### src/rtl/regfile_wr_arbiter.sv
// rtl/regfile_wr_arbiter.sv - two-requester write-port arbiter for regFile (optional round-robin: REGFILE_ARB_RR_EN)
module regfile_wr_arbiter #(
  parameter int AW = 5,
  parameter int DW = 32,
  parameter int CW = 16
) (
  input  logic          clk,
  input  logic          rstn,
  input  logic          req0_valid,
  input  logic [AW-1:0] req0_addr,
  input  logic [DW-1:0] req0_data,
  output logic          req0_ready,
  input  logic          req1_valid,
  input  logic [AW-1:0] req1_addr,
  input  logic [DW-1:0] req1_data,
  output logic          req1_ready,
  output logic [AW-1:0] Wadd,
  output logic [DW-1:0] Wdata,
  output logic          isWreg,
  output logic          busy,
  output logic [CW-1:0] commit_cnt
);

  logic          occ0, occ1;
  logic [AW-1:0] addr0, addr1;
  logic [DW-1:0] data0, data1;
  logic          last;
  logic          grant0, grant1;
  logic          tie_to0;
  logic [AW-1:0] gnt_addr;
  logic [DW-1:0] gnt_data;
  logic          acc0, acc1;

  // Tie-break selection: round-robin follows the last winner, fixed priority always favours requester 0
  always_comb begin
    tie_to0 = 1'b1;
`ifdef REGFILE_ARB_RR_EN
    tie_to0 = last;
`else
    // last keeps updating for visibility but never changes the outcome here
    tie_to0 = last | 1'b1;
`endif
  end

  // Grant one occupied slot and mux its contents toward the write port
  always_comb begin
    grant0   = 1'b0;
    grant1   = 1'b0;
    gnt_addr = addr0;
    gnt_data = data0;
    if (occ0 && occ1) begin
      grant0 = tie_to0;
      grant1 = !tie_to0;
    end else begin
      grant0 = occ0;
      grant1 = occ1;
    end
    if (grant1) begin
      gnt_addr = addr1;
      gnt_data = data1;
    end
  end

  assign req0_ready = rstn && (!occ0 || grant0);
  assign req1_ready = rstn && (!occ1 || grant1);
  assign acc0       = req0_valid && req0_ready;
  assign acc1       = req1_valid && req1_ready;
  assign busy       = occ0 || occ1 || isWreg;

  // Requester 0 holding slot: reload on accept (even while draining), clear when issued
  always_ff @(posedge clk) begin
    if (!rstn) begin
      occ0  <= 1'b0;
      addr0 <= '0;
      data0 <= '0;
    end else if (acc0) begin
      occ0  <= 1'b1;
      addr0 <= req0_addr;
      data0 <= req0_data;
    end else if (grant0) begin
      occ0  <= 1'b0;
    end
  end

  // Requester 1 holding slot: same behaviour as requester 0
  always_ff @(posedge clk) begin
    if (!rstn) begin
      occ1  <= 1'b0;
      addr1 <= '0;
      data1 <= '0;
    end else if (acc1) begin
      occ1  <= 1'b1;
      addr1 <= req1_addr;
      data1 <= req1_data;
    end else if (grant1) begin
      occ1  <= 1'b0;
    end
  end

  // Registered write port, x0 filter, winner pointer and commit counter
  always_ff @(posedge clk) begin
    if (!rstn) begin
      Wadd       <= '0;
      Wdata      <= '0;
      isWreg     <= 1'b0;
      last       <= 1'b1;
      commit_cnt <= '0;
    end else if (grant0 || grant1) begin
      Wadd   <= gnt_addr;
      Wdata  <= gnt_data;
      isWreg <= (gnt_addr != '0);
      last   <= grant1;
      if (gnt_addr != '0) begin
        commit_cnt <= commit_cnt + CW'(1);
      end
    end else begin
      isWreg <= 1'b0;
    end
  end

endmodule

### config.mk
export PLATFORM = sky130hd
export DESIGN_NAME = regfile_wr_arbiter
export DESIGN_NICKNAME = d
export VERILOG_FILES = /design/src/rtl/regfile_wr_arbiter.sv
export SDC_FILE = /design/constraint.sdc
export NUM_CORES = 1
export LEC_CHECK = 0
export CORE_AREA = 3 3 113 115
export DETAILED_ROUTE_END_ITERATION = 8
export DIE_AREA = 0 0 116 118
export GPL_TIMING_DRIVEN = 0
export PLACE_DENSITY = 0.75
export SLEW_MARGIN = 40
export SYNTH_ARGS = -nofsm -noshare
export SYNTH_HDL_FRONTEND = slang
export SYNTH_SLANG_ARGS = --single-unit
### constraint.sdc
create_clock -name clk -period 1.52 [get_ports clk]
set_input_delay 0.304 -clock clk [delete_from_list [all_inputs] [get_ports clk]]
set_output_delay 0.304 -clock clk [all_outputs]
set_load 0.005 [all_outputs]
==> impl_metrics.json <==
{
  "final_cell_mix": "nor2_1, dfxtp_1, nand2_1",
  "numCtsBuffers": 17,
  "hold_violations": 0,
  "cts_root_buffer": "clkbuf_16",
  "status": "complete, but fails checks",
  "die-area_um2": 13700,
  "drc_errors": 0,
  "layout_min_cycle_time_ns": 1.69,
  "netlist_area_um2": 5230,
  "crit_fanout": 2,
  "core_um2": 11900,
  "io_pins": 135,
  "gp_congestion": 0.811,
  "fin_skew_ns": 0.00412,
  "n_antenna_cell": 0,
  "p_leak_nw": 3.50,
  "cts_max_path_buffers": 2,
  "finalSetupViolCount": 18,
  "ant_nets": 0,
  "antenna_found_initial": 0,
  "wl_um": 16000,
  "cap_violations": 0,
  "layout_commonest_cell": "nor2_1",
  "first_pass_iters": 5,
  "routed_via_density": 5.22,
  "synthToLayoutAreaGrowth_pct": 51.0,
  "wire_per_inst_um": 17.1,
  "worstMarginPinSlew_ns": 0.761,
  "hpwl_um": 10700,
  "vdd_ir_drop_max_uv": 849,
  "power_mw": 8.89,
  "synth_fp_nets": 684,
  "die_x_um": 116,
  "cts_tree": "built",
  "synth_seq_area_share_pct": 49.8,
  "cts_sinks": 130,
  "hold_class": "primary input to flop",
  "avgSynthCellArea_um2": 8.64,
  "num_rows": 40,
  "cp.arrival_ns": 1.39,
  "drive_above_1_share_pct": 16.9,
  "nets": 853,
  "max_stage_delay_ns": 0.37,
  "path_class": "flop to primary output",
  "grt_start_max_net_pins": 19,
  "fin_area_um2": 7900,
  "drt_first_iter_violations": 330,
  "grt_usage_pct": 23.6,
  "synth-seq-cells": 130,
  "placed_area_um2": 6750,
  "num_vias": 4873,
  "setup.worst_path.start_class": "flop",
  "path_cells": "buf_12 -> or3_1 -> buf_2",
  "final_max_slew_viol_count": 0,
  "setup_slack_ns": -0.174,
  "hold_slack_ns": 0.366,
  "endpoint_kind": "primary output",
  "worstSkewPairLatency_ns": 0.42,
  "slowest_stage": "or3_1",
  "grt_pass1_wl_um": 25400,
  "clk_pin_slew_ns": 0.05,
  "die_y_um": 118,
  "violations": "setup timing",
  "initial_core_util_pct": 43.9,
  "slew_headroom_pct": 49.3,
  "rsz0062_at_grt": "yes",
  "required_ns": 1.22,
  "ys_warn_count": 0,
  "syn_inst": 605,
  "period_share_pct": 111,
  "utilization_pct": 66.3,
  "powerDensity_nw_per_um2": 1130,
  "max_freq_mhz": 590,
  "grt_pass1_vias": 5153,
  "cts_max_level": 4,
  "gr-total-overflow": 0,
  "ys_types": 31,
  "final.setup.tns_ns": -1.46,
  "port_buffers": 133
}
## registers in the layout, indices dropped and copies added (netlist names)
register	flops
Wdata	32
data0	32
data1	32
commit_cnt	16
Wadd	5
addr0	5
addr1	5
isWreg	1
occ0	1
occ1	1
## logic make-up after synthesis
| kind of cell | count (synthesis) | synth area share [%] |
|---|---|---|
| mux | 87 | 16.7 |
| flops | 130 | 49.8 |
| simple gates | 291 | 24.5 |
| buf+inv | 49 | 4.04 |
| fa+ha+maj | 1 | 0.239 |
| compound gates | 47 | 4.81 |
## critical path, delay by kind of cell (launching register included)
kind	cells	cell delay [ns]
DFF	1	0.36
buffers and inverters	2	0.26
and+or+nand+nor	1	0.37
## what timing repair did
action,in CTS,in global routing
setup buffers,16,3
hold buffers,0,0
gates resized for setup,152,46
cloned,2,0
endpoints found under the setup margin,187,77
pin swaps,15,6
## report_power, final
part           internal [mW]  switching [mW]  leakage, nW
Sequential              3.59           0.116         1.08
Combinational          0.539           0.527         2.14
Clock                   2.61            1.51        0.285
Total                   6.74            2.15         3.50
## cell type report
| class | instances | area [µm²] |
|---|---|---|
| buffer | 42 | 299 |
| sequential | 130 | 2650 |
| clock inverter | 13 | 161 |
| multi-input combinational | 426 | 2690 |
| fill | 950 | 4020 |
| timing repair buffer | 154 | 1460 |
| tap | 147 | 184 |
| clock buffer | 19 | 443 |
| inverter | 3 | 11.3 |
## cells in the mapped netlist (all sizes together)
library cell	count	area share [%]
nor4	12	1.4
or3	2	0.24
mux2i	87	17
o31ai	3	0.43
and3	2	0.34
nor2b	1	0.26
o211ai	1	0.14
nand2b	12	1.4
nor3	1	0.096
or4b	1	0.19
nand3	41	3.9
dfxtp	130	50
and4	1	0.17
a21boi	1	0.14
inv	3	0.22
ha	1	0.24
a21oi	41	3.9
buf	24	2.2
nor2	115	8.3
nand2	92	6.6
clkbuf	22	1.6
nor4b	3	0.50
or4	2	0.29
o2111ai	1	0.17
nand4	2	0.24
and2	4	0.48
## worst paths after layout
| check | startpoint | endpoint | slack (ns) | cells past startpoint |
|---|---|---|---|---|
| worst min-delay path | req0_valid | data0[13]$_SDFFE_PN0P_ | 0.37 | 3 |
| worst max register to register | occ1$_SDFFE_PN0P_ | commit_cnt[1]$_SDFFE_PN0P_ | -0.14 | 6 |
| worst min register to register | data1[25]$_SDFFE_PN0P_ | data1[25]$_SDFFE_PN0P_ | 0.46 | 2 |
| worst max-delay path | occ1$_SDFFE_PN0P_ | busy | -0.17 | 3 |
## layer usage
metal | share of wire (%) | GRT usage [%] | vias to the layer above
li1 | - | - | 2377
met1 | 41 | 27.9 | 2298
met2 | 50 | 39.5 | 160
met3 | 6.6 | 7.46 | 38
met4 | 2.6 | 9.35 | 0
met5 | 0 | 0 | -
## metrics by stage
step	std cells	setup WS (ns)
4_1_cts	931	-0.213
3_5_place_dp	885	-0.953
6_report	934	-0.174
5_1_grt	934	-0.215
3_3_place_gp	885	-0.912
2_1_floorplan	605	0.0254
No activity file was read; power rests on OpenSTA's default activity.
